<file path="src/rtl/sccb_cam_arbiter.sv">
// Two-requester round-robin arbiter in front of one shared SCCB master.
// Optional WAIT-state timeout/abort is enabled with `define SCCB_ARB_TIMEOUT_EN.
module sccb_cam_arbiter #(
  parameter int TIMEOUT_CYCLES = 20000
) (
  input  logic        HCLK,
  input  logic        hwRst,
  input  logic        rq0_valid,
  output logic        rq0_ready,
  input  logic        rq0_wr,
  input  logic [7:0]  rq0_dev,
  input  logic [15:0] rq0_reg,
  input  logic [7:0]  rq0_wdata,
  output logic        rq0_done,
  output logic [7:0]  rq0_rdata,
  output logic        rq0_err,
  input  logic        rq1_valid,
  output logic        rq1_ready,
  input  logic        rq1_wr,
  input  logic [7:0]  rq1_dev,
  input  logic [15:0] rq1_reg,
  input  logic [7:0]  rq1_wdata,
  output logic        rq1_done,
  output logic [7:0]  rq1_rdata,
  output logic        rq1_err,
  output logic        m_valid,
  input  logic        m_ready,
  output logic        m_wr,
  output logic [7:0]  m_dev,
  output logic [15:0] m_reg,
  output logic [7:0]  m_wdata,
  input  logic        m_done,
  input  logic [7:0]  m_rdata,
  input  logic        m_nack,
  output logic        m_abort,
  output logic        busy,
  output logic        grant_id
);

  localparam logic [1:0] ST_IDLE  = 2'd0;
  localparam logic [1:0] ST_ISSUE = 2'd1;
  localparam logic [1:0] ST_WAIT  = 2'd2;
  localparam logic [1:0] ST_RESP  = 2'd3;

  // The counter is 16 bits wide, so the limit must fit in it.
  if (TIMEOUT_CYCLES < 1 || TIMEOUT_CYCLES > 65535) begin : g_bad_timeout
    $error("sccb_cam_arbiter: TIMEOUT_CYCLES must be in 1..65535");
  end

  logic [1:0] state;
  logic       rr_ptr;
  logic       any_valid;
  logic       pick;
  logic       accept;
  logic       timeout;
  logic       resp_en;
  logic [7:0] resp_rdata;
  logic       resp_err;

  // rr_ptr holds the last requester served; on a tie the other one wins.
  always_comb begin
    any_valid = rq0_valid | rq1_valid;
    pick      = (rq0_valid & rq1_valid) ? ~rr_ptr : rq1_valid;
    accept    = (state == ST_IDLE) & any_valid & ~hwRst;
  end

  assign rq0_ready = accept & ~pick;
  assign rq1_ready = accept & pick;
  assign m_valid   = (state == ST_ISSUE);
  assign busy      = (state != ST_IDLE);
  assign rq0_done  = (state == ST_RESP) & ~grant_id;
  assign rq1_done  = (state == ST_RESP) & grant_id;

`ifdef SCCB_ARB_TIMEOUT_EN
  localparam logic [15:0] TO_LIMIT = 16'(TIMEOUT_CYCLES);
  logic [15:0] wait_cnt;

  always_ff @(posedge HCLK or posedge hwRst) begin
    if (hwRst) begin
      wait_cnt <= '0;
    end else if (state != ST_WAIT) begin
      wait_cnt <= '0;
    end else begin
      wait_cnt <= wait_cnt + 16'd1;
    end
  end

  // A completion arriving in the limit cycle takes priority over the abort.
  assign timeout = (state == ST_WAIT) & (wait_cnt == TO_LIMIT) & ~m_done;
`else
  assign timeout = 1'b0;
`endif

  assign m_abort = timeout;

  always_comb begin
    resp_en    = (state == ST_WAIT) & (m_done | timeout);
    resp_rdata = m_done ? m_rdata : 8'h00;
    resp_err   = m_done ? m_nack : 1'b1;
  end

  always_ff @(posedge HCLK or posedge hwRst) begin
    if (hwRst) begin
      state    <= ST_IDLE;
      rr_ptr   <= 1'b1;
      grant_id <= 1'b0;
      m_wr     <= 1'b0;
      m_dev    <= '0;
      m_reg    <= '0;
      m_wdata  <= '0;
    end else begin
      case (state)
        ST_IDLE: begin
          if (any_valid) begin
            grant_id <= pick;
            m_wr     <= pick ? rq1_wr    : rq0_wr;
            m_dev    <= pick ? rq1_dev   : rq0_dev;
            m_reg    <= pick ? rq1_reg   : rq0_reg;
            m_wdata  <= pick ? rq1_wdata : rq0_wdata;
            state    <= ST_ISSUE;
          end
        end
        ST_ISSUE: begin
          if (m_ready) begin
            state <= ST_WAIT;
          end
        end
        ST_WAIT: begin
          if (m_done || timeout) begin
            state <= ST_RESP;
          end
        end
        ST_RESP: begin
          rr_ptr <= grant_id;
          state  <= ST_IDLE;
        end
        default: state <= ST_IDLE;
      endcase
    end
  end

  // Response registers are written on the WAIT exit so they are valid with done.
  always_ff @(posedge HCLK or posedge hwRst) begin
    if (hwRst) begin
      rq0_rdata <= '0;
      rq0_err   <= 1'b0;
      rq1_rdata <= '0;
      rq1_err   <= 1'b0;
    end else if (resp_en) begin
      if (grant_id) begin
        rq1_rdata <= resp_rdata;
        rq1_err   <= resp_err;
      end else begin
        rq0_rdata <= resp_rdata;
        rq0_err   <= resp_err;
      end
    end
  end

endmodule
</file>
<file path="config.mk">
export PLATFORM = sky130hd
export DESIGN_NAME = sccb_cam_arbiter
export DESIGN_NICKNAME = d
export VERILOG_FILES = /design/src/rtl/sccb_cam_arbiter.sv
export SDC_FILE = /design/constraint.sdc
export NUM_CORES = 1
export LEC_CHECK = 0
export BUFFER_PORTS_ARGS = -buffer_cell sky130_fd_sc_hd__buf_2
export CORE_UTILIZATION = 36
export CTS_CLUSTER_SIZE = 28
export DETAILED_ROUTE_END_ITERATION = 12
export GPL_ROUTABILITY_DRIVEN = 0
export PLACE_DENSITY_LB_ADDON = 0.08
export SLEW_MARGIN = 20
export SYNTH_ARGS = -nofsm -noshare
export SYNTH_HDL_FRONTEND = slang
export SYNTH_SLANG_ARGS = --single-unit
</file>
<file path="constraint.sdc">
create_clock -name HCLK -period 5.1 [get_ports HCLK]
set_input_delay 1.02 -clock HCLK [delete_from_list [all_inputs] [get_ports HCLK]]
set_output_delay 1.02 -clock HCLK [all_outputs]
set_load 0.02 [all_outputs]
</file>
==> impl_metrics.ini <==
[setup_path]
crit_fanout = 35
path_cells = buf_2 > o21ai_2 > buf_4 > nor3_1 > buf_2
critPathSlowestCell = buf_4
crit_arrival_ps = 1900
critPathLaunchType = primary input
critPathMaxStageDelay_ps = 350
critPathCaptureType = output port
required_ps = 4080
crit_top_cell = buf_2
crit_type = in -> out

[sta]
setup_ws_ps = 2180
period_minus_slack_ps = 2920
fmax_ghz = 0.343
finalHoldViolCount = 0
setup_viol = 0
finalClockSkew_ps = 4.83
max_slew.worst_pin.slew_ps = 688
rsz0062_at_grt = no
final_max_slew_viol_count = 0
max_slew_margin_pct = 54.2
finalCritPeriodShare_pct = 57.2
setup_tns_ps = 0

[hold_path]
worstHoldPathType = reg -> reg

[cts]
clk_pin_slew_worst_paths_ps = 100
clkLatencyLatePin_ps = 310
ctsRootBufferMaster = clkbuf_8
htreeDepth = 2
post_cts_resized = 0
clock_sinks = 55
postCtsSetupRepairBufs = 0
postCtsHoldBufs = 0
cts_buffers = 5
cts_tree = yes
clockBufferDepth = 2

[floorplan]
pin_count = 140
core-area_mm2 = 0.00679
initial_core_util_pct = 37.3
std_cell_rows = 30
chipWidth_um = 86.0
dieArea_mm2 = 0.00739
chipHeight_um = 86.0

[finish]
final_cell_area_mm2 = 0.00340
nFillCells = 713
largest_reg_flops = 16
multi_input_area_mm2 = 0.00103
layout-drive-gt1-share_pct = 49.0
nets = 468
area_growth_pct = 34.1
seq_area_mm2 = 0.00138
antenna_cells = 0

[pwr]
vdd_drop_max_uv = 228
pwr_density_cell_mw_per_mm2 = 654
p_leak_uw = 0.00171

[drt]
vias = 2272
wirelength_um = 6340
antenna_left = 0
routed_via_density = 4.73
firstDrtPassIters = 4
post-route-drc-count = 0
drt_iter0_drc = 86
wl_per_cell_um = 13.2

[outcome]
status = complete, no violations

[synthesis]
synth_top_cell_area_share_pct = 53.3
syn_area_per_cell_um2 = 10.2
netlist_area_mm2 = 0.00254
synth_top_area_cell = dfrtp_1
synthCells = 248
yosysSeqAreaShare_pct = 54.3
ys_seq_elements = 55
yosysWarningCount = 0
syn-num-nets = 333
yosysUniqueCellTypes = 24
synth_area_leaders = dfrtp_1 (53%), a21oi_1 (11%), mux2_2 (8.9%)

[global_routing]
grt_max_degree = 42
antenna_found_initial = 0
grt.overflow.total = 0
grt_pass1_vias = 2096
grt_pass1_wl_um = 10100
grt.total_usage_pct = 17.5

[placed_design]
dpl_cell_area_mm2 = 0.00327
portBuffers = 138
place_ws_ps = 2160
hpwl_um = 4540

[flow_run]
drv_cap = 0
==> Yosys cell counts (all sizes together) <==
cell    number
o32a         1
inv          5
dfrtp       54
mux2        20
a221oi       1
nand2       36
o21ai        1
a21boi       1
nor3         1
ha           4
o21a         1
nor2        35
and2         1
nand3        1
nand3b       1
a21bo        1
conb         1
nor2b        2
a21oi       66
buf         14
dfstp        1
==> through the flow <==
stage	utilization, %	instances	hold WS, ps	power [uW]
2_1_floorplan	-	248	528	1560
3_3_place_gp	48.1	472	482	1890
3_5_place_dp	48.1	472	490	1910
4_1_cts	50.1	480	513	2250
5_1_grt	50.1	480	522	2390
6_report	50.1	480	510	2220
==> per-layer routing <==
layer	wire, um	vias to the layer above	track usage, %
met3	488	5	4.91
met2	2930	93	28.6
met1	2860	1077	22.9
li1	-	1097	-
met5	0	-	0
met4	61	0	4.55
==> power by group <==
| group | total, uW | leakage, uW | switching [uW] | internal (uW) |
|---|---|---|---|---|
| sequential | 783 | 0.000629 | 121 | 662 |
| clock | 343 | 0.0000644 | 147 | 196 |
| combinational | 1100 | 0.00102 | 679 | 420 |
==> path summary, 6_finish.rpt <==
path	start	cells past startpoint	to	slack [ps]
worst max-delay path	rq1_valid	5	rq0_ready	2180
worst min-delay path	rq0_rdata[1]$_DFFE_PP0P_	1	rq0_rdata[1]$_DFFE_PP0P_	510
worst max register to register	state[0]$_DFFE_PP0P_	6	m_dev[4]$_DFFE_PP0P_	3220
worst min register to register	rq0_rdata[1]$_DFFE_PP0P_	1	rq0_rdata[1]$_DFFE_PP0P_	510
max in group asynchronous	hwRst	3	rq1_rdata[3]$_DFFE_PP0P_	3580
min in group asynchronous	hwRst	2	m_wdata[5]$_DFFE_PP0P_	680
==> layout by cell type (no fill, tap or decap), drive strengths merged, types with 2 or more instances in the layout <==
cell / count
nor2b: 2
a21oi: 66
nand2: 36
bufinv: 2
dfrtp: 54
ha: 4
mux2: 20
nor2: 35
inv: 5
clkbuf: 5
buf: 142
==> cell families after synthesis <==
group,Yosys count,synth area share (%)
buf+inv,19,5.18
other cells,1,0.148
flops,55,54.3
compound gates,72,17.3
simple gates,77,12.3
mux,20,8.88
fa+ha+maj,4,1.97
==> critical path: cells and delay by family <==
| kind | cells | cell delay [ps] |
|---|---|---|
| buffers and inverters | 3 | 650 |
| AOI/OAI and AO/OA | 1 | 120 |
| and+or+nand+nor | 1 | 80 |
==> final cells by class <==
cell class	instances	share of cell area, %
inverter	5	0.552
clock inverter	3	1.99
clock buffer	5	2.02
multi-input combinational	174	30.2
tap	96	3.53
timing repair buffer	142	21.2
sequential	55	40.5
Power figures use the tool's default switching activity.
